<file path="config.mk">
export PLATFORM = sky130hd
export DESIGN_NAME = dmi_req_handler
export DESIGN_NICKNAME = d
export VERILOG_FILES = /design/src/rtl/dmi_pkg.sv /design/src/rtl/dmi_req_handler.sv
export SDC_FILE = /design/constraint.sdc
export NUM_CORES = 1
export LEC_CHECK = 0
export CAP_MARGIN = 5
export CORE_MARGIN = 3
export CORE_UTILIZATION = 37
export DETAILED_ROUTE_END_ITERATION = 10
export PLACE_DENSITY = 0.76
export SYNTH_ARGS = -nofsm -noshare
export SYNTH_HDL_FRONTEND = slang
export SYNTH_SLANG_ARGS = --single-unit
</file>
<file path="constraint.sdc">
create_clock -name clk_i -period 1.7 [get_ports clk_i]
set_clock_uncertainty 0.05 [all_clocks]
set_input_delay 0.34 -clock clk_i [delete_from_list [all_inputs] [get_ports clk_i]]
set_output_delay 0.34 -clock clk_i [all_outputs]
set_load 0.01 [all_outputs]
</file>
<file path="src/rtl/dmi_pkg.sv">
// dmi_pkg: shared definitions for the core-side DMI request handler.
//   - DMI field widths and packed request/response slice positions
//   - request op and response status encodings
//   - handler FSM state type
package dmi_pkg;

  localparam int DMI_ADDR_WIDTH = 7;
  localparam int DMI_DATA_WIDTH = 32;
  localparam int DMI_OP_WIDTH   = 2;
  localparam int DMI_PKT_WIDTH  = DMI_ADDR_WIDTH + DMI_DATA_WIDTH + DMI_OP_WIDTH;

  // Packed {addr, data, op} layout
  localparam int DMI_ADDR_MSB = 40;
  localparam int DMI_ADDR_LSB = 34;
  localparam int DMI_DATA_MSB = 33;
  localparam int DMI_DATA_LSB = 2;
  localparam int DMI_OP_MSB   = 1;
  localparam int DMI_OP_LSB   = 0;

  // Request ops
  localparam logic [1:0] DMI_OP_NOP   = 2'd0;
  localparam logic [1:0] DMI_OP_READ  = 2'd1;
  localparam logic [1:0] DMI_OP_WRITE = 2'd2;

  // Response status (BUSY is never produced: one request is outstanding at most)
  localparam logic [1:0] DMI_RESP_SUCCESS = 2'd0;
  localparam logic [1:0] DMI_RESP_FAILED  = 2'd2;
  localparam logic [1:0] DMI_RESP_BUSY    = 2'd3;

  typedef enum logic [1:0] {
    IDLE = 2'd0,
    REQ  = 2'd1,
    WAIT = 2'd2,
    RESP = 2'd3
  } dmi_state_e;

endpackage

</file>
<file path="src/rtl/dmi_req_handler.sv">
// dmi_req_handler: core-clock DMI request consumer / response producer.
// Takes one packed {addr,data,op} request at a time from the CDC bridge, runs
// at most one access on the debug-module register bus, and returns a packed
// {addr,data,status} response. A cycle budget covering REQ+WAIT forces a
// FAILED response so a hung bus cannot stall the debugger.
// Ports:
//   clk_i, rst_ni                      clock, async active-low reset
//   dmi_req_*                          request valid/ready/data from the CDC
//   dmi_resp_*                         response valid/ready/data to the CDC
//   dm_req_o/we_o/addr_o/wdata_o       register-bus request side
//   dm_gnt_i/rvalid_i/rdata_i/err_i    register-bus grant and completion
//   busy_o                             high whenever the FSM is not IDLE
// All outputs decode from registers only.
module dmi_req_handler
  import dmi_pkg::*;
#(
  parameter int DMI_ADDR_WIDTH = 7,
  parameter int DMI_DATA_WIDTH = 32,
  parameter int DMI_OP_WIDTH   = 2,
  parameter int DATA_WIDTH     = 41,
  parameter int TIMEOUT_CYCLES = 255,
  parameter int TO_CNT_WIDTH   = 8
) (
  input  logic                      clk_i,
  input  logic                      rst_ni,
  input  logic [DATA_WIDTH-1:0]     dmi_req_data_i,
  input  logic                      dmi_req_valid_i,
  output logic                      dmi_req_ready_o,
  output logic [DATA_WIDTH-1:0]     dmi_resp_data_o,
  output logic                      dmi_resp_valid_o,
  input  logic                      dmi_resp_ready_i,
  output logic                      dm_req_o,
  output logic                      dm_we_o,
  output logic [DMI_ADDR_WIDTH-1:0] dm_addr_o,
  output logic [DMI_DATA_WIDTH-1:0] dm_wdata_o,
  input  logic                      dm_gnt_i,
  input  logic                      dm_rvalid_i,
  input  logic [DMI_DATA_WIDTH-1:0] dm_rdata_i,
  input  logic                      dm_err_i,
  output logic                      busy_o
);

  localparam int OP_LSB   = 0;
  localparam int DATA_LSB = DMI_OP_WIDTH;
  localparam int ADDR_LSB = DMI_OP_WIDTH + DMI_DATA_WIDTH;
  localparam logic [TO_CNT_WIDTH-1:0] TO_LAST = TO_CNT_WIDTH'(TIMEOUT_CYCLES - 1);

  dmi_state_e                state_q;
  logic [DMI_ADDR_WIDTH-1:0] addr_q;
  logic [DMI_DATA_WIDTH-1:0] wdata_q;
  logic [DMI_OP_WIDTH-1:0]   op_q;
  logic [DMI_DATA_WIDTH-1:0] rdata_q;   // response data field
  logic [DMI_OP_WIDTH-1:0]   rop_q;     // response status field
  logic [TO_CNT_WIDTH-1:0]   cnt_q;

  logic [DMI_ADDR_WIDTH-1:0] req_addr;
  logic [DMI_DATA_WIDTH-1:0] req_data;
  logic [DMI_OP_WIDTH-1:0]   req_op;
  logic                      to_hit;

  assign req_addr = dmi_req_data_i[ADDR_LSB +: DMI_ADDR_WIDTH];
  assign req_data = dmi_req_data_i[DATA_LSB +: DMI_DATA_WIDTH];
  assign req_op   = dmi_req_data_i[OP_LSB   +: DMI_OP_WIDTH];
  assign to_hit   = (cnt_q == TO_LAST);

  always_ff @(posedge clk_i or negedge rst_ni) begin
    if (!rst_ni) begin
      state_q <= IDLE;
      addr_q  <= '0;
      wdata_q <= '0;
      op_q    <= '0;
      rdata_q <= '0;
      rop_q   <= '0;
      cnt_q   <= '0;
    end else begin
      case (state_q)
        IDLE: begin
          if (dmi_req_valid_i) begin
            addr_q  <= req_addr;
            wdata_q <= req_data;
            op_q    <= req_op;
            cnt_q   <= '0;
            rdata_q <= '0;
            if (req_op == DMI_OP_READ || req_op == DMI_OP_WRITE) begin
              state_q <= REQ;
            end else begin
              // NOP succeeds trivially; the reserved op is refused without a bus access
              rop_q   <= (req_op == DMI_OP_NOP) ? DMI_RESP_SUCCESS : DMI_RESP_FAILED;
              state_q <= RESP;
            end
          end
        end
        REQ: begin
          cnt_q <= cnt_q + 1'b1;
          // a grant on the last budgeted cycle still counts
          if (dm_gnt_i) begin
            state_q <= WAIT;
          end else if (to_hit) begin
            rdata_q <= '0;
            rop_q   <= DMI_RESP_FAILED;
            state_q <= RESP;
          end
        end
        WAIT: begin
          cnt_q <= cnt_q + 1'b1;
          if (dm_rvalid_i) begin
            rdata_q <= (op_q == DMI_OP_READ) ? dm_rdata_i : '0;
            rop_q   <= dm_err_i ? DMI_RESP_FAILED : DMI_RESP_SUCCESS;
            state_q <= RESP;
          end else if (to_hit) begin
            rdata_q <= '0;
            rop_q   <= DMI_RESP_FAILED;
            state_q <= RESP;
          end
        end
        RESP: begin
          if (dmi_resp_ready_i) state_q <= IDLE;
        end
        default: state_q <= IDLE;
      endcase
    end
  end

  assign dmi_req_ready_o  = (state_q == IDLE);
  assign dmi_resp_valid_o = (state_q == RESP);
  assign dmi_resp_data_o  = {addr_q, rdata_q, rop_q};
  assign dm_req_o         = (state_q == REQ);
  assign dm_we_o          = (state_q == REQ) && (op_q == DMI_OP_WRITE);
  assign dm_addr_o        = addr_q;
  assign dm_wdata_o       = wdata_q;
  assign busy_o           = (state_q != IDLE);

endmodule

</file>
== After elaboration in Yosys (flattened, before gate mapping) ==
Index checks and enable logic that the tools add are counted.

* Reductions and logical operators: 13
* $add $sub $neg: 1
* Multiplexer cells: 23
* Equality and inequality tests: 12

{| class="wikitable"
|+ Operators by type and width
! cell !! number
|-
| two-way mux 32 bit || 5
|-
| case mux 32 bit (3 select lines) || 1
|-
| two-way mux 2 bit || 13
|-
| case mux 8 bit (2 select lines) || 1
|-
| adder 8 x 1 -> 8 bit, second input constant || 1
|-
| == test 2 bit, second input constant || 4
|-
| == test 8 bit, second input constant || 1
|-
| two-way mux 8 bit || 1
|-
| case mux 2 bit (4 select lines) || 1
|-
| == test 2 x 1 -> 1 bit, second input constant || 3
|-
| != test 2 bit, second input constant || 3
|-
| case mux 2 bit (3 select lines) || 1
|-
| AND reduction 2 bit || 3
|-
| zero test 2 bit || 2
|-
| AND reduction 4 bit || 1
|-
| nonzero test 2 bit || 2
|-
| AND reduction 3 bit || 1
|-
| nonzero test 3 bit || 1
|-
| != test 2 x 1 -> 1 bit, second input constant || 1
|-
| OR reduction 2 bit || 1
|-
| logical AND 1 bit || 1
|-
| logical OR 1 bit || 1
|}

* Register bits: 85
* Logic and storage cells: 56
* Input bits: 80

== Logic depth before layout (Yosys ltp) ==
Gate-level depths: netlist of the first run.

* Depth after elaboration: 5
* Mapped depth: 8

== Least setup slack after synthesis of the first run ==
OpenSTA, ideal clock, no wires.

* Path type: register to register
* Start point: register state_q[1]
* End point: register cnt_q[4]
* Required time: 1.522 ns
* Buffers on the path: 1
* Arrival: 1.635 ns
* Slack: -0.114 ns
* Clock period less this slack: 1.814 ns
* Stages on the path, launching flop included: 8
* Library setup time: 0.128 ns
* Path through: dfrtp_1 > inv_1 > ha_1 > buf_2 > mux2i_1 > nor3b_1 > xnor2_1 > nor2_1

{| class="wikitable"
|+ RTL lines
! item !! line !! text
|-
| from (decl) || dmi_req_handler.sv:48 || <nowiki>dmi_state_e state_q;</nowiki>
|-
| from (signal assigned) || dmi_req_handler.sv:68 || <nowiki>state_q <= IDLE;</nowiki>
|-
| from (signal assigned) || dmi_req_handler.sv:85 || <nowiki>state_q <= REQ;</nowiki>
|-
| from (signal assigned) || dmi_req_handler.sv:89 || <nowiki>state_q <= RESP;</nowiki>
|-
| zero test 2 bit (*) || n/a ||
|-
| via dmi_req_ready_o || dmi_req_handler.sv:28 || <nowiki>output logic dmi_req_ready_o,</nowiki>
|-
| != test 2 bit (no line) or nonzero test 2 bit (tied branches) || n/a ||
|-
| AND reduction 2 bit (no line) || n/a ||
|-
| to (signal assigned) || dmi_req_handler.sv:94 || <nowiki>cnt_q <= cnt_q + 1'b1;</nowiki>
|-
| to (signal assigned) || dmi_req_handler.sv:105 || <nowiki>cnt_q <= cnt_q + 1'b1;</nowiki>
|-
| to (decl) || dmi_req_handler.sv:54 || <nowiki>logic [TO_CNT_WIDTH-1:0] cnt_q;</nowiki>
|}

Mark *: on every way through the listed nets, which the timed path passes. The rest lies on a longest branch.
A chain may end at the register's enable or synchronous reset.

== Worst setup path after layout of the first run ==
* Start point: register state_q[0]
* End point: register rdata_q[31]

* Cells in the longest elaborated chain, start to end: 3

{| class="wikitable"
|+ Ends and longest elaborated chain
! item !! line !! text
|-
| == test 2 x 1 -> 1 bit, or another cell as far along || dmi_req_handler.sv:76 || <nowiki>case (state_q)</nowiki>
|-
| != test 2 bit (no line) or nonzero test 3 bit (tied branches) || n/a ||
|-
| AND reduction 3 bit (no line) || n/a ||
|-
| to (signal assigned) || dmi_req_handler.sv:107 || <nowiki>rdata_q <= (op_q == DMI_OP_READ) ? dm_rdata_i : '0;</nowiki>
|-
| to (decl) || dmi_req_handler.sv:52 || <nowiki>logic [DMI_DATA_WIDTH-1:0] rdata_q;</nowiki>
|}

Several ways; a longest one is shown, not always the timed one.

==> results of run 1 <==
[Yosys cell counts]
cell type  number
nor2b_1         1
nand4_1         1
dfrtp_1        85
mux2i_1         2
o21bai_1        1
nor3b_1         1
or3_1           1
buf_2           5
a21boi_0        1
or2_4           1
inv_1           9
a211oi_1        1
buf_6           5
a21oi_1         4
mux2_2         39
ha_1            7
xnor2_1         4
o21a_1          1
a2bb2oi_1       2
o2111ai_1       1
nand2_4         1
nor2_1          6
nor3_4          1
nand2b_1        1
o21ai_2         1
buf_4           9
a21oi_2         1
a221oi_1        1
a22o_1         34
nand2b_2        1
a31oi_1         2
a31o_4          1
nand3_1         4
o21ai_0         7
nand3b_1        1
nand2_1        12
nor3_1          3
[state kept, by name, indices dropped and copies added, names as in the netlist]
| register | flops |
|---|---|
| rop_q | 2 |
| op_q | 2 |
| state_q | 2 |
| dm_addr_o | 7 |
| rdata_q | 32 |
| dm_wdata_o | 32 |
| cnt_q | 8 |
[critical path, stage by stage, from the launching register on]
cell and delay, ns:
dfrtp_2 0.46, ha_4 0.18, buf_6 0.12, a21oi_4 0.14
nand2_4 0.08, buf_8 0.14, a31o_4 0.25, a22o_1 0.22
[power groups by stage]
stage               logic [W]  registers, W  clock network (W)
floorplan             0.00209       0.00332                  0
global placement      0.00439       0.00305                  0
detailed placement    0.00449       0.00309                  0
CTS                   0.00510       0.00307            0.00146
global route          0.00561       0.00315            0.00156
finish                0.00526       0.00307            0.00142
[layout make-up]
class	count	area, um^2	share of cell area
inverter	9	36.28	0.006009
clock buffer	10	127.6	0.02114
tap	129	161.4	0.02673
timing repair buffer	204	2110	0.3494
clock inverter	5	61.31	0.01015
multi-input combinational	148	1414	0.2341
sequential	85	2128	0.3525
[routing by layer]
metal / global-route usage / wire, um / vias up
met4: 0.04274 / 87 / 0
met1: 0.2332 / 4215 / 1459
li1: - / - / 1335
met5: 0 / 0 / -
met2: 0.3189 / 5295 / 121
met3: 0.04966 / 631 / 8
[final timing paths]
check	slack, ns	endpoint	cells past startpoint	startpoint
worst max-delay path	-0.07	rdata_q[31]	7	state_q[0]
worst min-delay path	0.42	dm_wdata_o[24]	2	rst_ni
worst max register to register	-0.07	rdata_q[31]	7	state_q[0]
worst min register to register	0.45	rdata_q[14]	1	rdata_q[14]
max in group asynchronous	0.65	rdata_q[28]	3	rst_ni
min in group clk_i	0.45	rdata_q[14]	1	rdata_q[14]
[through the flow]
stage / instances / setup TNS (ns) / hold slack (ns)
3_3_place_gp: 560 / -3.197 / 0.2528
4_1_cts: 585 / -1.159 / 0.4320
6_report: 590 / -1.034 / 0.4210
5_1_grt: 590 / -3.548 / 0.4342
3_5_place_dp: 560 / -5.354 / 0.2524
2_1_floorplan: 258 / 0 / -0.005591
[timing repair]
item / CTS / global route
endpoints found under the setup margin: 73 / 77
gates resized for setup: 40 / 37
hold buffers: 1 / 0
pin swaps: 14 / 34
setup buffers: 4 / 4
endpoints found under the hold margin: 28 / 0
cloned: 5 / 1
[kinds of logic after synthesis]
logic type / synth area share
mux: 0.1295
compound gates: 0.1313
buf+inv: 0.05153
fa+ha+maj: 0.02471
xor+xnor: 0.009883
flops: 0.6001
simple gates: 0.05295
==> reports/metrics.yaml, run 1 <==
layout:
  area_growth_pct: 70.35
  fin_util: 0.6504
  diodes: 0
  design_area_um2: 6038
  final_nets: 544
  fillers: 725
  drive_gt1_frac: 0.2733
  final_cell_mix: "141 x clkdlybuf4s50_1, 84 x dfrtp_1, 39 x mux2_2, 34 x a22o_1, 25 x buf_4"
  layout_commonest_cell: "clkdlybuf4s50_1"
timing:
  min_period_ns: 1.770
  setup_slack_ns: -0.06963
  slew_headroom: 0.7162
  rsz0062_at_grt: "true"
  final-hold-violation-count: 0
  maxSlewViolCount: 0
  period_share: 1.041
  worst_pin_slew_ns: 0.4257
  setup_viol: 36
  max_freq_mhz: 565.1
logic_synthesis:
  postSynthNetCount: 345
  synth_cells: 258
  yosysTopAreaCell: "dfrtp_1"
  synth_seq_cells: 85
  synth_top_area_frac: 0.6001
  avgSynthCellArea_um2: 13.74
  ys_warn_count: 0
  ys_types: 37
  synth-seq-area-share: 0.6001
  synth_area_leaders: "dfrtp_1 60%, mux2_2 12%, a22o_1 8.4%"
  synth_area_um2: 3545
drt:
  dr.pass1.iters: 4
  vias: 2923
  ant_nets: 0
  wl_mm: 10.23
  drc: 0
  wl_per_cell_um: 17.34
  dr.first_iter.drc_count: 136
  vias_per_cell: 4.954
grt:
  grt_usage: 0.1850
  grt-ovfl-total: 0
  grt_max_degree: 34
  grt_pass1_wl_mm: 16.09
  grt_pass1_vias: 3148
  antenna_found_initial: 0
power_and_ir_drop:
  clkPwrFrac: 0.145
  p_int_w: 0.006316
  total_power_w: 0.009748
  power_density_nw_per_um2: 1614
  vdd_drop_max_mv: 1.026
  p_sw_frac: 0.3520
  power.leakage_nw: 2.744
  power.net_switching_w: 0.003431
  comb_power_share: 0.540
  p_seq_frac: 0.315
floorplan:
  die-area_um2: 10790
  ios: 165
  start_util: 0.3818
  die_x_um: 103.9
  core_area_um2: 9284
  rows: 35
  die_y_um: 103.9
place:
  gp_congestion: 0.8104
  dpl_cell_area_um2: 5463
  place_ws_ns: -0.1547
  portBuffers: 164
  place_hpwl_mm: 6.816
clock_tree:
  cts_root_buffer: "clkbuf_8"
  clkLatencyLatePin_ns: 0.34
  ctsLongestPathBuffers: 2
  htreeDepth: 3
  cts_tree: "built"
  cts_sinks: 85
  cts_made_buffers: 9
  clk_pin_slew_worst_paths_ns: 0.09
worst_setup_path:
  worstPathRequired_ns: 1.86
  worstPathMaxFanout: 8
  crit_path_end_kind: "register"
  startpoint_type: "register"
  crit_arrival_ns: 1.93
  crit_type: "register to register"
run_status:
  outcome: "complete, but fails checks"
  failed_checks: "setup timing"
worst_hold_path:
  hold_class: "input port to asynchronous set/reset pin"
run:
  drv_cap: 0
Power figures use the tool's default switching activity.
==> run 2, diff against run 1 <==
--- a/constraint.sdc
+++ b/constraint.sdc
@@ -4,2 +4,2 @@
 set_output_delay 0.34 -clock clk_i [all_outputs]
-set_load 0.01 [all_outputs]
+set_load 0.05 [all_outputs]
==> reports/metrics.yaml, run 2 (same netlist as run 1, synthesis figures left out) <==
run_status:
  outcome: "complete, but fails checks"
  failed_checks: "setup timing"
worst_hold_path:
  hold_class: "register to register"
worst_setup_path:
  path_buf_inv: 4  # +2
  worstPathMaxFanout: 8  # unchanged
  critical_path.top_delay_family: "buffers and inverters"
  worstPathRequired_ns: 1.88  # +0.02 ns
  crit_chain: "inv_2 -> ha_4 -> buf_6 -> nand2b_4 -> nand2_4 -> nor3_4 -> buf_4 -> clkbuf_16 -> a22o_1"
  crit_arrival_ns: 1.96  # +0.03 ns
  slowest_delay_ns: 0.44  # -0.02 ns
  cp_slowest_cell: "dfrtp_2"
  startpoint_type: "register"
  crit_type: "register to register"
  crit_path_end_kind: "register"
drt:
  wl_per_cell_um: 16.32  # -5.9%
  vias: 2859  # -2.2%
  vias_per_cell: 4.912  # -0.85%
  dr.first_iter.drc_count: 131  # -3.7%
  drc: 0  # unchanged
  wl_mm: 9.498  # -7.2%
  ant_nets: 0  # unchanged
  dr.pass1.iters: 4  # unchanged
grt:
  antenna_found_initial: 0  # unchanged
  grt_max_degree: 86  # +150%
  grt_pass1_vias: 2860  # -9.1%
  grt_pass1_wl_mm: 14.49  # -9.9%
  grt-ovfl-total: 0  # unchanged
  grt_usage: 0.1647  # -0.02033
floorplan:
  die_x_um: 103.9  # unchanged
  core_area_um2: 9284  # unchanged
  die-area_um2: 10790  # unchanged
  die_y_um: 103.9  # unchanged
  start_util: 0.3818  # unchanged
  rows: 35  # unchanged
  ios: 165  # unchanged
place:
  gp_congestion: 0.8323  # +2.7%
  place_ws_ns: -0.1570  # -0.002359 ns
  portBuffers: 164  # unchanged
  place_hpwl_mm: 6.223  # -8.7%
  dpl_cell_area_um2: 5271  # -3.5%
timing:
  period_share: 1.042  # +0.001193
  finalSetupTns_ns: -1.654  # -0.6204 ns
  rsz0062_at_grt: "true"
  worst_pin_slew_ns: 0.4493  # +0.02361 ns
  min_period_ns: 1.772  # +0.002028 ns
  setup_viol: 47  # +31%
  slew_headroom: 0.7004  # -0.01574
  max_freq_mhz: 564.4  # -0.11%
  maxSlewViolCount: 0  # unchanged
  setup_slack_ns: -0.07166  # -0.002028 ns
  final-hold-violation-count: 0  # unchanged
layout:
  diodes: 0  # unchanged
  design_area_um2: 5764  # -4.5%
  final_nets: 536  # -1.5%
  layout_commonest_cell: "buf_4"
  area_growth_pct: 62.62
  final_cell_mix: "99 x buf_4, 84 x dfrtp_1, 78 x clkdlybuf4s50_1, 39 x mux2_2, 34 x a22o_1"
  drive_gt1_frac: 0.4305  # +0.1571
clock_tree:
  clkLatencyLatePin_ns: 0.34  # about the same
  ctsLongestPathBuffers: 2  # unchanged
  cts_root_buffer: "clkbuf_8"
  cts_sinks: 85  # unchanged
  htreeDepth: 3  # unchanged
  cts_tree: "built"
  cts_made_buffers: 9  # unchanged
  clk_pin_slew_worst_paths_ns: 0.08  # about the same
run:
  drv_cap: 0  # unchanged
power_and_ir_drop:
  power_density_nw_per_um2: 2033  # +26%
  p_int_w: 0.006248  # -1.1%
  comb_power_share: 0.615  # +0.075
  vdd_drop_max_mv: 1.316  # +28%
  p_seq_frac: 0.263  # -0.052
  clkPwrFrac: 0.122  # -0.023
  p_sw_frac: 0.4669  # +0.1149
  power.leakage_nw: 2.677  # -2.5%
  power.net_switching_w: 0.005472  # +59%
[run 2: cell types whose count changed in the layout (fill, tap and decap cells not counted), sizes merged]
cell           before  now
a31o                4    3
buf                43  117
clkbuf             12   10
clkdlybuf4s50     141   78
clkinv              0    1
clkinvlp            3    2
dlymetal6s2s       17    0
inv                10   11
[run 2: area by class of cell]
class                   instances  area [um^2]
flip-flops and latches         85         2128
clock inverters                 6        71.32
inverters                       9        37.54
well taps                     129        161.4
multi-input cells             147         1366
fillers                       740         3520
clock buffers                   9        123.9
repair buffers                197         1876
[run 2: what timing repair did]
item	CTS	global route
gates cloned	0	4
endpoints found under the hold margin	85	0
gates resized for setup	5	17
buffers inserted	4	10
endpoints found under the setup margin	36	53
hold buffers	1	0
pin swaps	3	4
[run 2: final timing paths]
| check | start | to | slack, ns | cells after the start |
|---|---|---|---|---|
| setup / recovery | state_q[0] | rdata_q[30] | -0.07 | 9 |
| hold / removal | dm_wdata_o[10] | dm_wdata_o[10] | 0.46 | 1 |
| setup reg to reg | state_q[0] | rdata_q[30] | -0.07 | 9 |
| hold reg to reg | dm_wdata_o[10] | dm_wdata_o[10] | 0.46 | 1 |
| max in group asynchronous | rst_ni | op_q[1] | 0.73 | 3 |
| min in group asynchronous | rst_ni | rdata_q[16] | 0.49 | 3 |
[run 2: worst register-to-register path: stages (launching register included)]
cell and delay, ns:
dfrtp_2 0.44, inv_2 0.09, ha_4 0.18, buf_6 0.14, nand2b_4 0.07, nand2_4 0.11
nor3_4 0.06, buf_4 0.16, clkbuf_16 0.16, a22o_1 0.23
[run 2: layer usage]
| metal | GRT usage | wire length (um) | vias to the layer above |
|---|---|---|---|
| met4 | 0.06363 | 183 | 0 |
| met3 | 0.04655 | 665 | 15 |
| met5 | 0 | 0 | - |
| li1 | - | - | 1303 |
| met2 | 0.2660 | 4684 | 120 |
| met1 | 0.2106 | 3963 | 1421 |
[run 2: power by group through the flow]
stage / combinational (W) / sequential [W] / clock (W)
CTS: 0.00659 / 0.00309 / 0.00149
global placement: 0.00637 / 0.00309 / 0
floorplan: 0.00262 / 0.00500 / 0
finish: 0.00721 / 0.00308 / 0.00143
global route: 0.00755 / 0.00317 / 0.00158
detailed placement: 0.00645 / 0.00312 / 0
[run 2: stage by stage]
stage / cells / total power (W) / util / hold slack [ns]
after floorplan: 258 / 0.007619 / - / -0.005591
after global placement: 549 / 0.009458 / 0.5678 / 0.3589
after detailed placement: 549 / 0.009571 / 0.5678 / 0.3562
after CTS: 569 / 0.01117 / 0.5956 / 0.4641
after global routing: 582 / 0.01231 / 0.6209 / 0.4742
final: 582 / 0.01172 / 0.6209 / 0.4598
==> run 3, diff against run 2 <==
- SKIP_LAST_GASP: default -> 1
==> reports/metrics.yaml, run 3 (same netlist as run 1, synthesis figures left out) <==
layout:
  diodes: 0  # unchanged
  drive_gt1_frac: 0.4292  # -0.001260
  design_area_um2: 5712  # -0.91%
  area_growth_pct: 61.14
  finalNonFillerCells: 581  # -0.17%
  final_cell_mix: "99 x buf_4, 84 x dfrtp_1, 78 x clkdlybuf4s50_1, 39 x mux2_2, 34 x a22o_1"
  layout_commonest_cell: "buf_4"
  final_nets: 535  # -0.19%
worst_setup_path:
  ff2ff_path_depth: 9  # unchanged
  cp_slowest_cell: "dfrtp_2"
  rr_startpoint: "state_q[0]"
  r2r_slack_ns: -0.05  # +0.02 ns
  crit_type: "register to output pin"
  worstPathMaxFanout: 3  # -5
  worstPathRequired_ns: 1.31  # -0.57 ns
  crit_arrival_ns: 1.37  # -0.59 ns
  startpoint_type: "register"
  crit_chain: "inv_2 -> ha_4 -> buf_4 -> buf_6 -> buf_12"
  crit_path_end_kind: "output pin"
  r2r-end: "rdata_q[11]"
  slowest_delay_ns: 0.44  # about the same
worst_hold_path:
  hold_path_end: "rdata_q[19]"
  hold_class: "register to register"
  min-delay-start: "rdata_q[19]"
  min_path_cells: 1  # unchanged
floorplan:
  die_y_um: 103.9  # unchanged
  die-area_um2: 10790  # unchanged
  rows: 35  # unchanged
  die_x_um: 103.9  # unchanged
  core_area_um2: 9284  # unchanged
  start_util: 0.3818  # unchanged
  ios: 165  # unchanged
place:
  dpl.cell_count: 549  # unchanged
  place_hpwl_mm: 6.223  # unchanged
  gp_congestion: 0.8323  # unchanged
  place_ws_ns: -0.1570  # unchanged
  portBuffers: 164  # unchanged
  dpl_cell_area_um2: 5271  # unchanged
timing:
  rsz0062_at_grt: "true"
  slew_headroom: 0.7013  # +0.0008180
  maxSlewViolCount: 0  # unchanged
  setup_viol: 66  # +40%
  min_period_ns: 1.758  # -0.01359 ns
  period_share: 1.034  # -0.007994
  setup_slack_ns: -0.05807  # +0.01359 ns
  final-hold-violation-count: 0  # unchanged
  worst_pin_slew_ns: 0.4481  # -0.001227 ns
  max_freq_mhz: 568.8  # +0.77%
clock_tree:
  cts_root_buffer: "clkbuf_8"
  cts_sinks: 85  # unchanged
  ctsLongestPathBuffers: 2  # unchanged
  cts_made_buffers: 9  # unchanged
  clk_pin_slew_worst_paths_ns: 0.08  # about the same
  clkLatencyLatePin_ns: 0.34  # about the same
  htreeDepth: 3  # unchanged
  cts_tree: "built"
power_and_ir_drop:
  p_seq_frac: 0.266  # +0.003
  comb_power_share: 0.609  # -0.006
  p_int_w: 0.006141  # -1.7%
  clkPwrFrac: 0.124  # +0.002
  p_sw_frac: 0.4681  # +0.001268
  power.leakage_nw: 2.649  # -1.0%
  power_density_nw_per_um2: 2021  # -0.58%
  vdd_drop_max_mv: 1.302  # -1.1%
  power.net_switching_w: 0.005405  # -1.2%
grt:
  grt-ovfl-total: 0  # unchanged
  antenna_found_initial: 0  # unchanged
  grt_max_degree: 86  # unchanged
  grt_pass1_vias: 2844  # -0.56%
  grt_pass1_wl_mm: 14.47  # -0.14%
  grt_usage: 0.1644  # -0.0002670
run_status:
  failed_checks: "setup timing"
  outcome: "complete, but fails checks"
drt:
  drc: 0  # unchanged
  vias: 2809  # -1.7%
  wl_mm: 9.308  # -2.0%
  dr.pass1.iters: 4  # unchanged
  wl_per_cell_um: 16.02  # -1.8%
  dr.first_iter.drc_count: 123  # -6.1%
  vias_per_cell: 4.835  # -1.6%
  ant_nets: 0  # unchanged
run:
  drv_cap: 0  # unchanged
run 3: cell count changes in the layout (fill, tap and decap cells not counted), moves of 2 or more:
cell | previous run | this run
buf_12 | 13 | 11
buf_6 | 5 | 7
nand2_2 | 1 | 3
nand2_4 | 3 | 1
run 3: worst max path at each step:
stage	start	end	slack (ns)
final	state_q[0]	dmi_req_ready_o	-0.06
after floorplan	state_q[1]	state_q[1]	-0.11
after global placement	dm_gnt_i	rdata_q[27]	-0.11
after detailed placement	dmi_req_valid_i	rdata_q[27]	-0.16
after CTS	state_q[0]	rdata_q[15]	-0.05
after global routing	state_q[1]	rdata_q[15]	-0.13
run 3: what timing repair did:
action                                  CTS  global route
hold buffers                              1             0
pin swaps                                 0             4
endpoints found under the setup margin   36            53
buffers inserted                          4             9
resized for setup                         4            16
gates cloned                              0             3
endpoints found under the hold margin    85             0
run 3: layout make-up:
| class | count | area (um^2) |
|---|---|---|
| fillers | 754 | 3572 |
| flip-flops and latches | 85 | 2128 |
| repair buffers | 197 | 1858 |
| multi-input cells | 146 | 1331 |
| well taps | 129 | 161.4 |
| clock buffers | 9 | 123.9 |
| clock inverters | 6 | 71.32 |
| inverters | 9 | 37.54 |
run 3: per-stage QoR:
| stage | util | hold WS, ns | TNS [ns] | total power [W] |
|---|---|---|---|---|
| after detailed placement | 0.5678 | 0.3562 | -8.642 | 0.009571 |
| after global placement | 0.5678 | 0.3589 | -7.246 | 0.009458 |
| after floorplan | - | -0.005591 | -1.742 | 0.007619 |
| final | 0.6152 | 0.4591 | -1.679 | 0.01155 |
| after global routing | 0.6152 | 0.4742 | -6.364 | 0.01212 |
| after CTS | 0.5950 | 0.4641 | -1.192 | 0.01116 |
run 3: metal layers:
metal | part of all wire | vias up | GRT usage
li1 | - | 1297 | -
met1 | 0.43 | 1387 | 0.2114
met2 | 0.49 | 111 | 0.2642
met3 | 0.064 | 14 | 0.04655
met4 | 0.019 | 0 | 0.06363
met5 | 0 | - | 0
run 3: worst max-delay path: cells and delay by family, from the launching register on:
family	cells	cell delay (ns)
adder cells (fa/ha/maj)	1	0.17
buffers and inverters	4	0.41
flip-flops	1	0.44
run 3: power by group through the flow:
stage | clock network, W | registers [W] | logic, W
finish | 0.00144 | 0.00308 | 0.00703
global route | 0.00159 | 0.00317 | 0.00737
CTS | 0.00149 | 0.00309 | 0.00658
detailed placement | 0 | 0.00312 | 0.00645
global placement | 0 | 0.00309 | 0.00637
floorplan | 0 | 0.00500 | 0.00262
